<file path="src/rtl/btn_event_ctrl_if.sv">
// Event port from the button event controller to its consumer (valid/ready).
interface btn_event_ctrl_if #(
    parameter int ID_W = 2
);
    logic            ev_valid;
    logic            ev_ready;
    logic [ID_W-1:0] ev_id;
    logic [1:0]      ev_type;

    modport master (output ev_valid, ev_id, ev_type, input ev_ready);
    modport slave  (input ev_valid, ev_id, ev_type, output ev_ready);
endinterface

</file>
<file path="src/rtl/btn_event_ctrl.sv">
// Turns debounced button levels into PRESS / REPEAT / RELEASE events, one
// pending slot per button, round-robin onto a single valid/ready port.
module btn_event_ctrl #(
    parameter int N_BTN     = 4,
    parameter int FPGA_CLK  = 50000000,
    parameter int TICK_DIV  = FPGA_CLK / 1000,
    parameter int HOLD_MS   = 500,
    parameter int REPEAT_MS = 100,
    parameter int ID_W      = $clog2(N_BTN)
) (
    input  logic             clk,
    input  logic             rst,
    input  logic [N_BTN-1:0] btn_db_i,
    input  logic             repeat_en_i,
    input  logic             clr_ovf_i,
    output logic             ovf_o,
    btn_event_ctrl_if.master ev
);
    typedef enum logic [1:0] {ST_IDLE, ST_HELD, ST_RPT} st_e;

    localparam logic [1:0] EV_NONE  = 2'b00;
    localparam logic [1:0] EV_PRESS = 2'b01;
    localparam logic [1:0] EV_RPT   = 2'b10;
    localparam logic [1:0] EV_REL   = 2'b11;

    localparam int CNT_MAX = (HOLD_MS > REPEAT_MS) ? HOLD_MS : REPEAT_MS;
    localparam int CNT_W   = (CNT_MAX > 1) ? $clog2(CNT_MAX) : 1;
    localparam int PRE_W   = (TICK_DIV > 1) ? $clog2(TICK_DIV) : 1;
    localparam logic [CNT_W-1:0] HOLD_LIM = CNT_W'(HOLD_MS - 1);
    localparam logic [CNT_W-1:0] RPT_LIM  = CNT_W'(REPEAT_MS - 1);
    localparam logic [PRE_W-1:0] PRE_LIM  = PRE_W'(TICK_DIV - 1);

    logic [PRE_W-1:0]      pre_q, pre_d;
    logic                  ms_tick;
    logic [N_BTN-1:0]      btn_q, rise, fall;
    logic [N_BTN-1:0]      pend_q, pend_d, ovf_set, gnt_vec;
    logic [N_BTN-1:0][1:0] ptype_q, ptype_d;
    logic [ID_W-1:0]       ptr_q, ptr_d, gnt_id, id_q, id_d;
    logic [1:0]            type_q, type_d;
    logic                  vld_q, vld_d, ovf_q, ovf_d, load;

    assign ms_tick = (pre_q == PRE_LIM);
    assign pre_d   = ms_tick ? '0 : pre_q + 1'b1;
    assign rise    = btn_db_i & ~btn_q;
    assign fall    = ~btn_db_i & btn_q;

    // Round-robin: first pending slot at or after ptr_q, wrapping.
    always_comb begin
        int              idx_i;
        logic [ID_W-1:0] cand;
        logic            found;
        idx_i  = 0;
        cand   = '0;
        found  = 1'b0;
        gnt_id = '0;
        for (int k = 0; k < N_BTN; k++) begin
            idx_i = int'(ptr_q) + k;
            if (idx_i >= N_BTN) idx_i = idx_i - N_BTN;
            cand = ID_W'(idx_i);
            if (!found && pend_q[cand]) begin
                found  = 1'b1;
                gnt_id = cand;
            end
        end
    end

    assign load    = (~vld_q | ev.ev_ready) & (|pend_q);
    assign gnt_vec = load ? (N_BTN'(1) << gnt_id) : '0;

    for (genvar i = 0; i < N_BTN; i++) begin : g_btn
        st_e              st_q, st_d;
        logic [CNT_W-1:0] cnt_q, cnt_d;
        logic [1:0]       emit, ptype_nx;
        logic             pend_nx, ovf_nx;

        always_ff @(posedge clk) begin
            if (!rst) begin
                st_q  <= ST_IDLE;
                cnt_q <= '0;
            end else begin
                st_q  <= st_d;
                cnt_q <= cnt_d;
            end
        end

        always_comb begin
            st_d  = st_q;
            cnt_d = cnt_q;
            emit  = EV_NONE;
            case (st_q)
                ST_IDLE: if (rise[i]) begin
                    st_d  = ST_HELD;
                    cnt_d = '0;
                    emit  = EV_PRESS;
                end
                ST_HELD: if (fall[i]) begin
                    st_d = ST_IDLE;
                    emit = EV_REL;
                end else if (ms_tick && repeat_en_i) begin
                    if (cnt_q == HOLD_LIM) begin
                        st_d  = ST_RPT;
                        cnt_d = '0;
                        emit  = EV_RPT;
                    end else begin
                        cnt_d = cnt_q + 1'b1;
                    end
                end
                ST_RPT: if (fall[i]) begin
                    st_d = ST_IDLE;
                    emit = EV_REL;
                end else if (ms_tick && repeat_en_i) begin
                    if (cnt_q == RPT_LIM) begin
                        cnt_d = '0;
                        emit  = EV_RPT;
                    end else begin
                        cnt_d = cnt_q + 1'b1;
                    end
                end
                default: st_d = ST_IDLE;
            endcase
        end

        // Repeats are lossy; a RELEASE may replace a queued REPEAT.
        always_comb begin
            pend_nx  = pend_q[i] & ~gnt_vec[i];
            ptype_nx = ptype_q[i];
            ovf_nx   = 1'b0;
            if (emit != EV_NONE) begin
                if (!pend_q[i] || gnt_vec[i]) begin
                    pend_nx  = 1'b1;
                    ptype_nx = emit;
                end else if (emit == EV_REL && ptype_q[i] == EV_RPT) begin
                    ptype_nx = EV_REL;
                end else if (emit != EV_RPT) begin
                    ovf_nx = 1'b1;
                end
            end
        end

        assign pend_d[i]  = pend_nx;
        assign ptype_d[i] = ptype_nx;
        assign ovf_set[i] = ovf_nx;
    end

    always_comb begin
        vld_d  = vld_q;
        id_d   = id_q;
        type_d = type_q;
        ptr_d  = ptr_q;
        if (load) begin
            vld_d  = 1'b1;
            id_d   = gnt_id;
            type_d = ptype_q[gnt_id];
            ptr_d  = (gnt_id == ID_W'(N_BTN - 1)) ? '0 : gnt_id + 1'b1;
        end else if (ev.ev_ready) begin
            vld_d = 1'b0;
        end
    end

    assign ovf_d = (ovf_q & ~clr_ovf_i) | (|ovf_set);

    // History tracks the live level through reset so a button held across
    // reset does not produce a spurious PRESS (or a later orphan RELEASE).
    always_ff @(posedge clk) begin
        if (!rst) begin
            pre_q   <= '0;
            btn_q   <= btn_db_i;
            pend_q  <= '0;
            ptype_q <= '0;
            ptr_q   <= '0;
            vld_q   <= 1'b0;
            id_q    <= '0;
            type_q  <= '0;
            ovf_q   <= 1'b0;
        end else begin
            pre_q   <= pre_d;
            btn_q   <= btn_db_i;
            pend_q  <= pend_d;
            ptype_q <= ptype_d;
            ptr_q   <= ptr_d;
            vld_q   <= vld_d;
            id_q    <= id_d;
            type_q  <= type_d;
            ovf_q   <= ovf_d;
        end
    end

    assign ev.ev_valid = vld_q;
    assign ev.ev_id    = id_q;
    assign ev.ev_type  = type_q;
    assign ovf_o       = ovf_q;
endmodule

</file>
<file path="src/flat_wrapper.sv">
// flat-port wrapper written by rule: the top's interface ports become plain ports
module btn_event_ctrl_flat 
#(
    parameter int N_BTN     = 4,
    parameter int FPGA_CLK  = 50000000,
    parameter int TICK_DIV  = FPGA_CLK / 1000,
    parameter int HOLD_MS   = 500,
    parameter int REPEAT_MS = 100,
    parameter int ID_W      = $clog2(N_BTN)
)
  (clk, rst, btn_db_i, repeat_en_i, clr_ovf_i, ovf_o, ev_ev_valid, ev_ev_id, ev_ev_type, ev_ev_ready);
  btn_event_ctrl_if #(.ID_W(ID_W)) ev_i ();
  input  logic clk;
  input  logic rst;
  input  logic [N_BTN-1:0] btn_db_i;
  input  logic repeat_en_i;
  input  logic clr_ovf_i;
  output logic ovf_o;
  output wire logic [$bits(ev_i.ev_valid)-1:0] ev_ev_valid;
  output wire logic [$bits(ev_i.ev_id)-1:0] ev_ev_id;
  output wire logic [$bits(ev_i.ev_type)-1:0] ev_ev_type;
  input wire logic [$bits(ev_i.ev_ready)-1:0] ev_ev_ready;
  assign ev_ev_valid = ev_i.ev_valid;
  assign ev_ev_id = ev_i.ev_id;
  assign ev_ev_type = ev_i.ev_type;
  assign ev_i.ev_ready = ev_ev_ready;
  btn_event_ctrl #(.N_BTN(N_BTN), .FPGA_CLK(FPGA_CLK), .TICK_DIV(TICK_DIV), .HOLD_MS(HOLD_MS), .REPEAT_MS(REPEAT_MS), .ID_W(ID_W)) u_core (.clk(clk), .rst(rst), .btn_db_i(btn_db_i), .repeat_en_i(repeat_en_i), .clr_ovf_i(clr_ovf_i), .ovf_o(ovf_o), .ev(ev_i));
endmodule
</file>
<file path="config.mk">
export PLATFORM = sky130hd
export DESIGN_NAME = btn_event_ctrl_flat
export DESIGN_NICKNAME = d
export VERILOG_FILES = /design/src/rtl/btn_event_ctrl_if.sv /design/src/rtl/btn_event_ctrl.sv /design/src/flat_wrapper.sv
export SDC_FILE = /design/constraint.sdc
export NUM_CORES = 1
export LEC_CHECK = 0
export CORE_AREA = 10 10 113 115
export CTS_CLUSTER_SIZE = 16
export DETAILED_ROUTE_END_ITERATION = 10
export DIE_AREA = 0 0 123 125
export SLEW_MARGIN = 20
export SYNTH_ARGS = -nofsm -noshare
export SYNTH_HDL_FRONTEND = slang
export SYNTH_SLANG_ARGS = --single-unit
export TNS_END_PERCENT = 10
</file>
<file path="constraint.sdc">
create_clock -name clk -period 7.1 [get_ports clk]
set_input_delay 1.42 -clock clk [delete_from_list [all_inputs] [get_ports clk]]
set_output_delay 1.42 -clock clk [all_outputs]
set_load 0.02 [all_outputs]
</file>
# Word level (Yosys, flattened, before mapping)
# Index checks and enable logic that the tools add are counted.
# totals
reg_bits,84
latchBits,0
mem_bits_rw,0
mem_bits_ro,0
out_inout_bits,6
wordCells,320
memories,0
# classes
n_addsub,13
multipliers,0
n_div,0
order_cmp,9
eq_ne,62
n_shift,1
muxes,145
n_bitwise,19
n_reduce_logical,51
# op_table
op,count
two-way mux 9 bit,28
two-way mux 2 bit,62
case mux 9 bit (3 select lines),4
case mux 2 bit (3 select lines),8
two-way mux 1 bit,37
"adder 9 x 1 -> 9 bit, second input constant",4
"== test 9 x 7 -> 1 bit, second input constant",4
"== test 9 bit, second input constant",4
"inequality test 2 x 1 -> 1 bit, second input constant",16
"== test 2 bit, second input constant",13
"inequality test 2 bit, second input constant",12
"inequality test 3 x 1 -> 1 bit, second input constant",8
AND reduction 6 bit,4
nonzero test 2 bit,9
"adder 16 x 1 -> 16 bit, second input constant",1
"== test 16 bit, second input constant",1
AND reduction 4 bit,4
"less-than comparator 2 x 3 -> 1 bit, second input constant",5
nonzero test 3 bit,4
"greater-or-equal comparator 3 bit, second input constant",3
bitwise AND 4 bit,2
binary-select mux 1 bit (select 2 bit),4
"== test 2 x 1 -> 1 bit, second input constant",4
logical AND 1 bit,8
18 further kinds,51

# Depth between registers and ports, before layout
# depth
depth_word,21
depth_mapped,10

# Worst setup path before layout
# No wires, ideal clock.
# synth_timing
path_type,input to register
start,in repeat_en_i
end,reg u_core.g_btn[0].cnt_q[8]
setup_ns,0.125
arrival_time_ns,2.737
slack_ns,4.238
cell_stages,7
path_cell_list,nor4b_4 > and4_1 > buf_6 > a21oi_2 > or4_4 > xor2_1 > nor2_2
# synth_via
elab_chain_len,3
elab_cells_between_ends,4
cone_classes,eq/ne (2); reduce/logical (2)
# synth_rtl
item,line,text
"start, declared",flat_wrapper.sv:16,input logic repeat_en_i;
logical AND 1 bit (*),"btn_event_ctrl.sv:99, btn_event_ctrl.sv:111",
inequality test 2 x 1 -> 1 bit (no source line),n/a,
AND reduction 6 bit (no source line) (*),n/a,
"end signal, assigned",btn_event_ctrl.sv:82,cnt_q <= cnt_d;
"end, declared",btn_event_ctrl.sv:72,"logic [CNT_W-1:0] cnt_q, cnt_d;"
# Every way passes the cells marked *; elsewhere a longest branch is shown, timed or not.
# A chain may end at the register's enable or synchronous reset.

# Worst setup path after layout
# layout_timing
start,in repeat_en_i
end,reg u_core.ovf_q (netlist: u_core.ovf_o)
# layout_via
elab_chain_len,11
elab_cells_between_ends,55
cone_classes,eq/ne (8); mux (36); bitwise (1); reduce/logical (10)
# layout_rtl
item,line,text
logical AND 1 bit (*),"btn_event_ctrl.sv:99, btn_event_ctrl.sv:111",
two-way mux 2 bit (on tied branches),"btn_event_ctrl.sv:111, btn_event_ctrl.sv:99",
two-way mux 2 bit (on tied branches),"btn_event_ctrl.sv:108, btn_event_ctrl.sv:96",
case mux 2 bit (3 select lines),btn_event_ctrl.sv:90,case (st_q)
inequality test 2 bit / == test 2 bit (equally long branches),"btn_event_ctrl.sv:134, btn_event_ctrl.sv:132",
two-way mux 1 bit / logical AND 1 bit (equally long branches),"btn_event_ctrl.sv:134, btn_event_ctrl.sv:132",
two-way mux 1 bit,btn_event_ctrl.sv:132,end else if (emit == EV_REL && ptype_q[i] == EV_RPT) begin
two-way mux 1 bit,btn_event_ctrl.sv:129,if (!pend_q[i] || gnt_vec[i]) begin
two-way mux 1 bit,btn_event_ctrl.sv:128,if (emit != EV_NONE) begin
OR reduction 4 bit (*),btn_event_ctrl.sv:160,assign ovf_d = (ovf_q & ~clr_ovf_i) | (|ovf_set);
bitwise OR 1 bit (*),btn_event_ctrl.sv:160,
"end signal, assigned",btn_event_ctrl.sv:184,ovf_q <= ovf_d;
"end, declared",btn_event_ctrl.sv:40,"logic vld_q, vld_d, ovf_q, ovf_d, load;"
# Marks and branches as above.

==> flow_summary.json <==
{
  "run_status": "finished, final reports clean",
  "layout.cells.most_common_list": "86 x sky130_fd_sc_hd__nor2_1, 84 x sky130_fd_sc_hd__dfxtp_1, 39 x sky130_fd_sc_hd__nand2_1, 39 x sky130_fd_sc_hd__a21oi_1, 36 x sky130_fd_sc_hd__nand3_1",
  "synth_cell_type_count": 63,
  "fin_cells": 719,
  "clock-skew-final_ns": 0.00944,
  "antenna_fix_cells": 0,
  "tritoncts": "yes",
  "numPortBuffers": 14,
  "hp-class": "flip-flop to flip-flop",
  "cts.root.buffer_cell": "sky130_fd_sc_hd__clkbuf_8",
  "hold_ws_ns": 0.464,
  "final_antenna_net_count": 0,
  "htree_num_levels": 3,
  "cts.sink_count": 84,
  "top_level_ports": 15,
  "syn-mean-instance-area_um2": 8.35,
  "grt_overflow": 0,
  "worstMarginPinSlew_ns": 0.896,
  "hpwlAfterDp_um": 7160,
  "grt_start_max_net_pins": 23,
  "worstPathRequired_ns": 7.37,
  "ys_warn_count": 0,
  "postSynthCellCount": 559,
  "synthArstFlopShare": 0,
  "gr-usage-all-layers": 0.133,
  "use_met3": 0.0266,
  "grt_pass1_vias": 3717,
  "worst-setup-path-type": "primary input to flip-flop",
  "gp_congestion": 0.867,
  "drive_gt1_frac": 0.0656,
  "post-place-cells": 703,
  "total_power_mw": 1.13,
  "max_cap_violations": 0,
  "synth.yosys.seq_area_share": 0.360,
  "postCtsSetupBuffers": 0,
  "worstSetupStartpointType": "primary input",
  "timing_hold_violations_final": 0,
  "dr.pass1.iters": 4,
  "postSynth.topFlopCell": "sky130_fd_sc_hd__dfxtp_1",
  "multi_input_area_um2": 2860,
  "flip_flop_and_latch_area_um2": 1680,
  "power.ir.vdd_worst_mv": 0.120,
  "ys_ff_latch": 84,
  "arrival_ns": 3.52,
  "clock_latency_ns": 0.37,
  "post_cts_resized": 0,
  "global_route_track_usage_on_met2": 0.198,
  "gr-usage-met1": 0.183,
  "avgViaCountPerCell": 5.47,
  "grt_first_pass_wirelength_um": 17200,
  "initial_utilization": 0.440,
  "slowest_delay_ns": 0.50,
  "clock_path_buffers": 2,
  "post_synthesis_to_final_layout_area_growth_pct": 10.8,
  "maxSlewHeadroom": 0.401,
  "post_cts_hold_buffer_count": 0,
  "detailedRoute.firstIterationViolations": 371,
  "routed_wl_per_cell_um": 13.8,
  "clock.fmax_ghz": 0.308,
  "grt_antenna_before_repair": 0,
  "floorplan.rows": 38,
  "syn_nets": 593,
  "top_usage_layer": "met2",
  "route.detailed.drc": 0,
  "endpoint_kind": "flip-flop",
  "grt_setup_unrepaired": "false",
  "cellPowerDensity_nw_per_um2": 219,
  "final_common_cell": "sky130_fd_sc_hd__nor2_1",
  "cpMaxStageDelayCell": "sky130_fd_sc_hd__clkdlybuf4s50_1",
  "path_max_fanout": 7,
  "timing.final.crit_period_ns": 3.25,
  "dieArea_um2": 15400,
  "timing.final.max_slew_violations": 0,
  "die-width_um": 123,
  "fill_cell_count": 1021,
  "cts-buffers-inserted": 9,
  "number_of_flops_mapped_to_enable_cells_by_yosys": 0,
  "clk_pin_slew_worst_paths_ns": 0.09,
  "fin_setup_tns_ns": 0,
  "report.final.setup_viol": 0,
  "cp_cell_sequence": "clkdlybuf4s50_1, nor4b_4, nand4_2, o22a_1, o311ai_1, o221ai_1, o31a_1",
  "synthesis.area_um2": 4670,
  "fin_util": 0.488,
  "die_h_um": 125,
  "final_min_period_over_clock_period": 0.458,
  "layout.nets": 608,
  "route.final.wire_length_um": 9890,
  "route.vias.total": 3935,
  "core_area_um2": 10600,
  "leakagePower_nw": 1.92
}
critical path: cells and delay by family:
kind            cells  cell delay, ns
compound gates      4            1.03
buf+inv             1            0.50
simple gates        2            0.56
power breakdown:
| group | switching [mW] | leakage, nW | internal, mW |
|---|---|---|---|
| combinational | 0.132 | 1.13 | 0.0831 |
| clock | 0.177 | 0.112 | 0.218 |
| sequential | 0.0258 | 0.683 | 0.497 |
| total | 0.335 | 1.92 | 0.798 |
metrics by stage:
| step | cell area, µm² | setup WS [ns] |
|---|---|---|
| 5_1_grt | 5170 | 3.66 |
| 3_5_place_dp | 4940 | 3.45 |
| 3_3_place_gp | 4940 | 3.49 |
| 2_1_floorplan | 4670 | 4.24 |
| 6_report | 5170 | 3.85 |
| 4_1_cts | 5170 | 3.85 |
area by class of cell:
class                      instances  area share
tap                              140      0.0339
inverter                          22      0.0160
sequential                        84       0.325
clock buffer                      11      0.0293
clock inverter                     5      0.0162
timing repair buffer              14      0.0271
multi-input combinational        443       0.552
cells by family (layout without fill, tap and decap cells):
group                      after synthesis  in the layout  synth area share
muxes                                    6              6            0.0129
xor gates and xnor gates                45             45            0.0844
adders and majority gates               25             25            0.0670
buffers and inverters                   32             52            0.0276
and+or+nand+nor                        262            262             0.295
AOI/OAI and AO/OA                      105            105             0.153
DFF                                     84             84             0.360
registers in the layout, summed over array words and instances (netlist names):
signal and count:
u_core.g_btn.cnt_q 36, u_core.pre_q 16, u_core.g_btn.st_q 8, u_core.ptype_q 8, u_core.btn_q 4, u_core.pend_q 4, u_core.ev.ev_id 2, u_core.ev.ev_type 2
u_core.ptr_q 2, u_core.ev.ev_valid 1, u_core.ovf_o 1
synthesized netlist by cell type (all sizes together) (4+ instances only):
master	count	area, µm²
nand2b	9	56.3
and3	8	51.3
a21o	9	71.3
o21ai	15	97.6
nor3	11	55.1
o22a	4	35.0
buf	4	23.8
nand3	36	180
or2	4	25.0
a21oi	40	204
a21boi	4	30.0
and4bb	4	50.1
mux2i	6	60.1
a22oi	4	30.0
ha	25	313
nand2	40	153
inv	22	82.6
and4	11	96.3
nor2b	5	31.3
and2	7	43.8
clkbuf	6	22.5
xnor2	14	123
nor2	87	329
nand4	22	144
xor2	31	272
nor4b	7	76.3
dfxtp	84	1680
worst paths after layout:
path         slack, ns            start                end  depth (start not counted)
max reg2reg       4.18  u_core.ptr_q[1]  u_core.ptype_q[4]                          9
min reg2reg       0.46  u_core.pre_q[0]    u_core.pre_q[0]                          1
min               0.46  u_core.pre_q[0]    u_core.pre_q[0]                          1
max               3.85      repeat_en_i       u_core.ovf_o                          7
per-layer routing:
metal	part of all wire	routed length, µm
met1	0.50	4910
met2	0.44	4330
met3	0.049	481
met4	0.016	161
met5	0	0
Power figures use the tool's default switching activity.
